--- config.mk ---
export PLATFORM = sky130hd
export DESIGN_NAME = fifo_wr_ctrl
export DESIGN_NICKNAME = d
export VERILOG_FILES = /design/src/rtl/fifo_wr_ctrl.sv
export SDC_FILE = /design/constraint.sdc
export NUM_CORES = 1
export LEC_CHECK = 0
export BUFFER_PORTS_ARGS = -buffer_cell sky130_fd_sc_hd__buf_2
export CAP_MARGIN = 20
export CORE_MARGIN = 2
export CORE_UTILIZATION = 38
export CTS_CLUSTER_SIZE = 30
export DETAILED_ROUTE_END_ITERATION = 16
export PLACE_DENSITY = 0.71
export SLEW_MARGIN = 10
export SYNTH_ARGS = -nofsm -noshare
export SYNTH_HDL_FRONTEND = slang
export SYNTH_SLANG_ARGS = --single-unit
--- constraint.sdc ---
create_clock -name wclk -period 1.7 [get_ports wclk]
set_input_delay 0.255 -clock wclk [delete_from_list [all_inputs] [get_ports wclk]]
set_output_delay 0.255 -clock wclk [all_outputs]
set_load 0.03 [all_outputs]
--- src/rtl/fifo_wr_ctrl.sv ---
// Async FIFO write-side pointer, address and full/overflow controller.
// Define FIFO_WR_LEVEL_EN to build the wlevel / walmost_full logic.
module fifo_wr_ctrl #(
    parameter int ASIZE        = 4,
    parameter int AFULL_THRESH = 2
) (
    input  logic             wclk,
    input  logic             wrst,
    input  logic             winc,
    input  logic             wclr_ovf,
    input  logic [ASIZE:0]   wq2_rptr,
    output logic [ASIZE-1:0] waddr,
    output logic [ASIZE:0]   wptr,
    output logic             wfull,
    output logic             walmost_full,
    output logic [ASIZE:0]   wlevel,
    output logic             woverflow
);

    localparam int DEPTH = 1 << ASIZE;

    logic [ASIZE:0] wbin;
    logic [ASIZE:0] wbin_next;
    logic [ASIZE:0] wgray_next;
    logic           wacc;
    logic           wfull_next;
    logic           ovf_next;

    assign wacc       = winc && !wfull;
    assign wbin_next  = wbin + {{ASIZE{1'b0}}, wacc};
    assign wgray_next = (wbin_next >> 1) ^ wbin_next;
    assign waddr      = wbin[ASIZE-1:0];

    // Full when the write pointer laps the read pointer by exactly one wrap.
    assign wfull_next = (wgray_next ==
                         {~wq2_rptr[ASIZE:ASIZE-1], wq2_rptr[ASIZE-2:0]});

    assign ovf_next = (winc && wfull) || (woverflow && !wclr_ovf);

    always_ff @(posedge wclk) begin
        if (wrst) begin
            wbin      <= '0;
            wptr      <= '0;
            wfull     <= 1'b0;
            woverflow <= 1'b0;
        end else begin
            wbin      <= wbin_next;
            wptr      <= wgray_next;
            wfull     <= wfull_next;
            woverflow <= ovf_next;
        end
    end

`ifdef FIFO_WR_LEVEL_EN
    logic [ASIZE:0]   rbin;
    logic [ASIZE:0]   wlevel_next;
    logic [ASIZE+1:0] free_next;
    logic             afull_next;

    always_comb begin
        rbin = '0;
        for (int i = 0; i <= ASIZE; i++) begin
            rbin[i] = ^(wq2_rptr >> i);
        end
    end

    assign wlevel_next = wbin_next - rbin;
    assign free_next   = (ASIZE+2)'(DEPTH) - {1'b0, wlevel_next};
    assign afull_next  = free_next <= (ASIZE+2)'(AFULL_THRESH);

    always_ff @(posedge wclk) begin
        if (wrst) begin
            wlevel       <= '0;
            walmost_full <= 1'b0;
        end else begin
            wlevel       <= wlevel_next;
            walmost_full <= afull_next;
        end
    end
`else
    assign wlevel       = '0;
    assign walmost_full = 1'b0;
`endif

endmodule
==> metrics.log, run 1 <==
[metrics] failing checks: setup timing
[metrics] peak-usage layer in the global routing report: met2
[metrics] Worst R2R Path Depth: 7
[metrics] combined area of all synthesized cells: 536 um2
[metrics] global routing usage on met2: 21.9%
[metrics] Post-Place Cells: 95
[metrics] post-synthesis sequential area ratio: 41.1%
[metrics] hold path startpoint: winc
[metrics] area grow syn2layout: 45.8%
[metrics] critical path cell sequence: nor2b_4 > ha_4 > ha_4 > nand3_4 > xor2_2 > or3_4 > a2111oi_4
[metrics] unrepaired setup endpoints after global routing: yes
[metrics] number of flip-flops and latches in the synthesized netlist: 11
[metrics] Synth Instances: 55
[metrics] TritonCTS clock tree: built
[metrics] fraction of layout cells with a size suffix above 1: 47.6%
[metrics] Crit path arrival time: 1.92 ns
[metrics] HPWL after DPL: 762 um
[metrics] routed vias: 440
[metrics] number of max-capacitance violations reported: 0
[metrics] total wire length: 975 um
[metrics] hold_buf cts: 0
[metrics] source-to-sink clock delay at the later pin of the worst-skew pair: 0.27 ns
[metrics] number of failing hold endpoints at the final stage: 0
[metrics] met3 GRT Util: 1.74%
[metrics] Tmin final: 1.75 ns
[metrics] non-filler cells in the finished layout: 99
[metrics] DRC violations left: 0
[metrics] Final #Nets: 96
[metrics] Lkg Pwr: 0.359 nW
[metrics] core utilization of the finished layout: 60.0%
[metrics] floorplan die area: 1730 um2
[metrics] clock net sink count: 11
[metrics] most common cell after layout, fill and taps aside: sky130_fd_sc_hd__buf_2
[metrics] die span in y: 41.5 um
[metrics] Min-Delay Path Depth: 3
[metrics] pin count of the biggest net entering global routing: 12
[metrics] Top delay family on crit path: simple AND/OR/NAND/NOR gates
[metrics] diodes inserted: 0
[metrics] Yosys warnings: 0
[metrics] routed length per placed instance: 9.85 um
[metrics] Starting Density: 41.2%
[metrics] most frequent CP cell: sky130_fd_sc_hd__ha_4
[metrics] number of post-CTS setup repair buffers: 0
[metrics] fin worst setup slack: -0.0531 ns
[metrics] dpl ws: -0.188 ns
[metrics] crit end category: register
[metrics] buffer levels on the longest clock path: 2
[metrics] via count of the first global-routing pass: 429
[metrics] standard-cell rows: 13
[metrics] Routability Congestion: 0.726
[metrics] global-route wire length before repair: 1630 um
[metrics] Worst Hold End: woverflow$_SDFF_PP0_
[metrics] CTS H-Tree Depth: 1
[metrics] vias per cell: 4.44
[metrics] hold_ws: 0.238 ns
[metrics] Reg2Reg Capture Point: wfull$_SDFF_PP0_
[metrics] launch point of the worst reg-to-reg path: wfull$_SDFF_PP0_
[metrics] global-route track usage on met1: 12.4%
[metrics] startpoint kind of the worst setup timing path: register
[metrics] DRT antenna net count: 0
[metrics] TritonCTS Buffers: 3
[metrics] I/O pin cnt: 26
[metrics] total congestion overflow: 0
[metrics] overall global routing resource usage: 12.7%
[metrics] Worst path max stage delay: 0.38 ns
[metrics] primary flip-flop cell chosen by synthesis mapping: sky130_fd_sc_hd__dfxtp_1
[metrics] Distinct cells, synth: 19
[metrics] number of design-rule violations left by the first detailed-router iteration: 2
[metrics] number of buffer and inverter stages on the critical path: 0
[metrics] initial antenna violation count: 0
[metrics] core outline area: 1300 um2
[metrics] highest clock rate: 0.570 GHz
[metrics] setup violators final: 1
[metrics] power density over cell area: 807 nW/um2
[metrics] category of the most critical setup path: register to register
[metrics] CTS root buf: sky130_fd_sc_hd__clkbuf_4
[metrics] Post-synth ARST share: 0%
[metrics] number of flops mapped to enable cells by yosys: 0
[metrics] largest fanout of any net on the critical path: 2
[metrics] most frequent cells in the layout: 19 x sky130_fd_sc_hd__buf_2, 9 x sky130_fd_sc_hd__dfxtp_1, 8 x sky130_fd_sc_hd__xnor2_1, 8 x sky130_fd_sc_hd__buf_4, 7 x sky130_fd_sc_hd__nor2_1
[metrics] CP Data Required Time: 1.86 ns
[metrics] Tcrit/Tclk final: 103%
[metrics] clock edge transition at the registers on the reported setup and hold paths: 0.07 ns
[metrics] average footprint of a synthesized cell: 9.74 um2
[metrics] slowest stage cell, crit path: sky130_fd_sc_hd__or3_4
[metrics] outcome: complete, but fails checks
[metrics] buffers added on ports: 19
[metrics] flop2flop setup slack: -0.05 ns
[metrics] maximum vdd ir drop: 0.000317 V
[metrics] Final Max Slew Viols: 0
[metrics] Final TNS setup: -0.0531 ns
[metrics] Initial DRT Pass Iterations: 3
[metrics] Worst Skew: 0.00284 ns
[metrics] type of the tightest min-delay check: input pin to register
[metrics] width of the chip: 41.5 um
-- final cells by class --
class,instances,area (um2)
Timing Repair Buffer,27,155
Clock buffer,4,26.3
Sequential cell,11,225
Fill cell,115,520
Multi-Input combinational cell,42,355
Tap cell,15,18.8
-- worst max path at each step --
stage,startpoint,slack (ns),depth (start not counted),to
finish,wfull$_SDFF_PP0_,-0.05,7,wfull$_SDFF_PP0_
global route,wfull$_SDFF_PP0_,-0.12,7,wfull$_SDFF_PP0_
CTS,wfull$_SDFF_PP0_,-0.10,7,wfull$_SDFF_PP0_
detailed placement,winc,-0.19,8,wfull$_SDFF_PP0_
global placement,winc,-0.14,8,wfull$_SDFF_PP0_
floorplan,wfull$_SDFF_PP0_,-0.14,7,wfull$_SDFF_PP0_
-- worst register-to-register path, stage by stage, from the launching register on --
cell and delay (ns):
sky130_fd_sc_hd__dfxtp_4 0.35, sky130_fd_sc_hd__nor2b_4 0.13, sky130_fd_sc_hd__ha_4 0.16, sky130_fd_sc_hd__ha_4 0.14, sky130_fd_sc_hd__nand3_4 0.06, sky130_fd_sc_hd__xor2_2 0.15
sky130_fd_sc_hd__or3_4 0.38, sky130_fd_sc_hd__a2111oi_4 0.27
-- what timing repair did --
item	CTS	global route
pin swaps	0	1
gates resized for setup	3	5
endpoints found under the setup margin	1	1
-- Yosys cell counts, types with 2 or more instances --
master,count,share of area (%)
sky130_fd_sc_hd__a21oi_1,2,1.9
sky130_fd_sc_hd__buf_4,6,8.4
sky130_fd_sc_hd__dfxtp_1,11,41
sky130_fd_sc_hd__ha_1,2,4.7
sky130_fd_sc_hd__nand2_1,2,1.4
sky130_fd_sc_hd__nand3_1,3,2.8
sky130_fd_sc_hd__nor2_1,7,4.9
sky130_fd_sc_hd__nor2b_1,3,3.5
sky130_fd_sc_hd__xnor2_1,8,13
sky130_fd_sc_hd__xor2_1,2,3.3
-- cell families after synthesis --
kind of cell    Yosys count  synth area share (%)
simple gates             19                  17.3
xor+xnor                 11                  20.6
flops                    11                  41.1
buf+inv                   7                  9.11
compound gates            3                  4.67
fa+ha+maj                 2                  4.67
other cells               1                 0.700
mux                       1                  1.87
-- sequential cells by signal, summed over array words and instances (netlist names) --
signal	count
wptr	5
wfull	1
woverflow	1
wbin	4
-- report_power, final --
part	switching (W)	internal (W)
clock network	0.0000882	0.0000907
logic	0.0000993	0.0000729
registers	0.00000823	0.000271
-- routing by layer --
layer,wire [um],up-vias
li1,-,224
met1,355,202
met2,548,12
met3,51,2
met4,20,0
met5,0,-
-- metrics by stage --
step / total power, W / cell area (um2)
final: 0.000630 / 781
after global routing: 0.000660 / 781
after CTS: 0.000630 / 741
after detailed placement: 0.000441 / 699
after global placement: 0.000439 / 699
after floorplan: 0.000405 / 574
No activity file was read; power rests on OpenSTA's default activity.
==> run 2: changes to the inputs <==
- GPL_TIMING_DRIVEN: not set -> 0
- clock period: 1.7 -> 1.55 ns (I/O delays scaled with it)
==> metrics.log, run 2 (synthesis gave the netlist of run 1 again) <==
[metrics] floorplan die area: 1730 um2 (unchanged)
[metrics] most common cell after layout, fill and taps aside: sky130_fd_sc_hd__buf_2 (unchanged)
[metrics] Tcrit/Tclk final: 115% (was 103%)
[metrics] overall global routing resource usage: 12.3% (was 12.7%)
[metrics] slowest stage cell, crit path: sky130_fd_sc_hd__dfxtp_4 (was sky130_fd_sc_hd__or3_4)
[metrics] CTS root buf: sky130_fd_sc_hd__clkbuf_4 (unchanged)
[metrics] HPWL after DPL: 747 um (was 762 um)
[metrics] global-route track usage on met1: 11.4% (was 12.4%)
[metrics] width of the chip: 41.5 um (unchanged)
[metrics] Tmin final: 1.78 ns (was 1.75 ns)
[metrics] clock power share: 28.4% (about the same)
[metrics] category of the most critical setup path: register to register (unchanged)
[metrics] largest fanout of any net on the critical path: 3 (was 2)
[metrics] clock edge transition at the registers on the reported setup and hold paths: 0.07 ns (about the same)
[metrics] standard-cell rows: 13 (unchanged)
[metrics] vias per cell: 4.42 (was 4.44)
[metrics] pin count of the biggest net entering global routing: 11 (was 12)
[metrics] cell-internal power: 0.000478 W (was 0.000435 W)
[metrics] power density over cell area: 872 nW/um2 (was 807 nW/um2)
[metrics] critical path cell sequence: nor2b_4 > ha_4 > nand3_1 > xnor3_1 > or3_4 > a2111oi_4 (was nor2b_4 > ha_4 > ha_4 > nand3_4 > xor2_2 > or3_4 > a2111oi_4)
[metrics] Largest register FFs: 5 (unchanged)
[metrics] fillcell total: 115 (unchanged)
[metrics] sequential group share of total power: 44.2% (was 44.3%)
[metrics] met3 GRT Util: 3.48% (was 1.74%)
[metrics] number of design-rule violations left by the first detailed-router iteration: 2 (unchanged)
[metrics] most frequent cells in the layout: 19 x sky130_fd_sc_hd__buf_2, 9 x sky130_fd_sc_hd__dfxtp_1, 8 x sky130_fd_sc_hd__buf_4 (was 19 x sky130_fd_sc_hd__buf_2, 9 x sky130_fd_sc_hd__dfxtp_1, 8 x sky130_fd_sc_hd__xnor2_1, 8 x sky130_fd_sc_hd__buf_4, 7 x sky130_fd_sc_hd__nor2_1)
[metrics] total congestion overflow: 0 (unchanged)
[metrics] area grow syn2layout: 48.6% (was 45.8%)
[metrics] die span in y: 41.5 um (unchanged)
[metrics] Post-Layout Inst Area: 796 um2 (was 781 um2)
[metrics] type of the tightest min-delay check: input pin to register (unchanged)
[metrics] failing checks: setup timing (unchanged)
[metrics] maximum vdd ir drop: 0.000464 V (was 0.000317 V)
[metrics] global-route wire length before repair: 1570 um (was 1630 um)
[metrics] Final Max Slew Viols: 0 (unchanged)
[metrics] total wire length: 1030 um (was 975 um)
[metrics] outcome: complete, but fails checks (unchanged)
[metrics] flop2flop setup slack: -0.23 ns (was -0.05 ns)
[metrics] core utilization of the finished layout: 61.2% (was 60.0%)
[metrics] CP Data Required Time: 1.71 ns (was 1.86 ns)
[metrics] register with the highest flop count: wptr (unchanged)
[metrics] net switching share of the total power: 31.1% (was 31.0%)
[metrics] TritonCTS clock tree: built (unchanged)
[metrics] crit end category: register (unchanged)
[metrics] core outline area: 1300 um2 (unchanged)
[metrics] buffer levels on the longest clock path: 2 (unchanged)
[metrics] global routing usage on met2: 23.1% (was 21.9%)
[metrics] buffers added on ports: 19 (unchanged)
[metrics] clock net sink count: 11 (unchanged)
[metrics] routed length per placed instance: 10.3 um (was 9.85 um)
[metrics] initial antenna violation count: 0 (unchanged)
[metrics] Placed Instance Area: 688 um2 (was 699 um2)
[metrics] Crit path arrival time: 1.94 ns (was 1.92 ns)
[metrics] highest clock rate: 0.562 GHz (was 0.570 GHz)
[metrics] Starting Density: 41.2% (unchanged)
[metrics] number of failing hold endpoints at the final stage: 0 (unchanged)
[metrics] number of max-capacitance violations reported: 0 (unchanged)
[metrics] net load switching power: 0.000216 W (was 0.000196 W)
[metrics] via count of the first global-routing pass: 391 (was 429)
[metrics] fraction of layout cells with a size suffix above 1: 48.2% (was 47.6%)
[metrics] number of buffer and inverter stages on the critical path: 0 (unchanged)
[metrics] Routability Congestion: 0.680 (was 0.726)
[metrics] Worst path max stage delay: 0.35 ns (was 0.38 ns)
[metrics] peak-usage layer in the global routing report: met2 (unchanged)
[metrics] DRT antenna net count: 0 (unchanged)
[metrics] TritonCTS Buffers: 3 (unchanged)
[metrics] routed vias: 442 (was 440)
[metrics] I/O pin cnt: 26 (unchanged)
[metrics] diodes inserted: 0 (unchanged)
[metrics] source-to-sink clock delay at the later pin of the worst-skew pair: 0.27 ns (about the same)
[metrics] largest registers: wptr x5, wbin x4 (unchanged)
[metrics] startpoint kind of the worst setup timing path: register (unchanged)
[metrics] setup violators final: 1 (unchanged)
[metrics] unrepaired setup endpoints after global routing: yes (unchanged)
[metrics] Lkg Pwr: 0.367 nW (was 0.359 nW)
[metrics] Initial DRT Pass Iterations: 4 (was 3)
[metrics] logic gate share of total power: 27.4% (was 27.3%)
[metrics] Worst Skew: 0.00757 ns (was 0.00284 ns)
[metrics] CTS H-Tree Depth: 1 (unchanged)
[metrics] Top delay family on crit path: simple AND/OR/NAND/NOR gates (unchanged)
[metrics] fin worst setup slack: -0.228 ns (was -0.0531 ns)
[metrics] DRC violations left: 0 (unchanged)
[metrics] Final #Nets: 97 (was 96)
-- run 2: timing repair --
item                                    CTS  global route
resized for setup                         6             3
pin swaps                                 3             3
hold buffers                              0             0
gates cloned                              0             0
buffers inserted                          2             0
endpoints found under the setup margin    3             4
-- run 2: worst paths after layout --
kind,from,endpoint,cells after the start
worst max-delay path,wfull$_SDFF_PP0_,wfull$_SDFF_PP0_,6
worst min-delay path,wrst,wfull$_SDFF_PP0_,2
worst max register to register,wfull$_SDFF_PP0_,wfull$_SDFF_PP0_,6
worst min register to register,woverflow$_SDFF_PP0_,woverflow$_SDFF_PP0_,2
-- run 2: routing by layer --
metal	part of all wire, %	vias up
met1	36	201
met5	0	-
met2	57	14
met4	1.2	0
met3	5.6	2
li1	-	225
-- run 2: final cells by class --
cell class	count	area, um2	area share (%)
tap	15	18.8	2.36
buffer	7	48.8	6.13
timing repair buffer	21	110	13.8
multi-input combinational	42	367	46.1
clock buffer	4	26.3	3.30
sequential	11	225	28.3
-- run 2: power groups by stage --
stage	Sequential, W	Clock [W]	Combinational, W
2_1_floorplan	0.000342	0	0.000102
3_3_place_gp	0.000310	0	0.000168
3_5_place_dp	0.000310	0	0.000170
4_1_cts	0.000306	0.000200	0.000183
5_1_grt	0.000308	0.000212	0.000205
6_report	0.000307	0.000197	0.000190
-- run 2: per-stage QoR --
step	instances	hold WS (ns)	total power [W]	setup slack (ns)	TNS, ns
6_report	100	0.166	0.000694	-0.228	-0.228
5_1_grt	100	0.161	0.000725	-0.317	-0.326
4_1_cts	100	0.141	0.000689	-0.293	-0.293
3_5_place_dp	94	0.422	0.000479	-0.430	-0.658
3_3_place_gp	94	0.422	0.000478	-0.381	-0.519
2_1_floorplan	60	0.302	0.000444	-0.289	-0.289
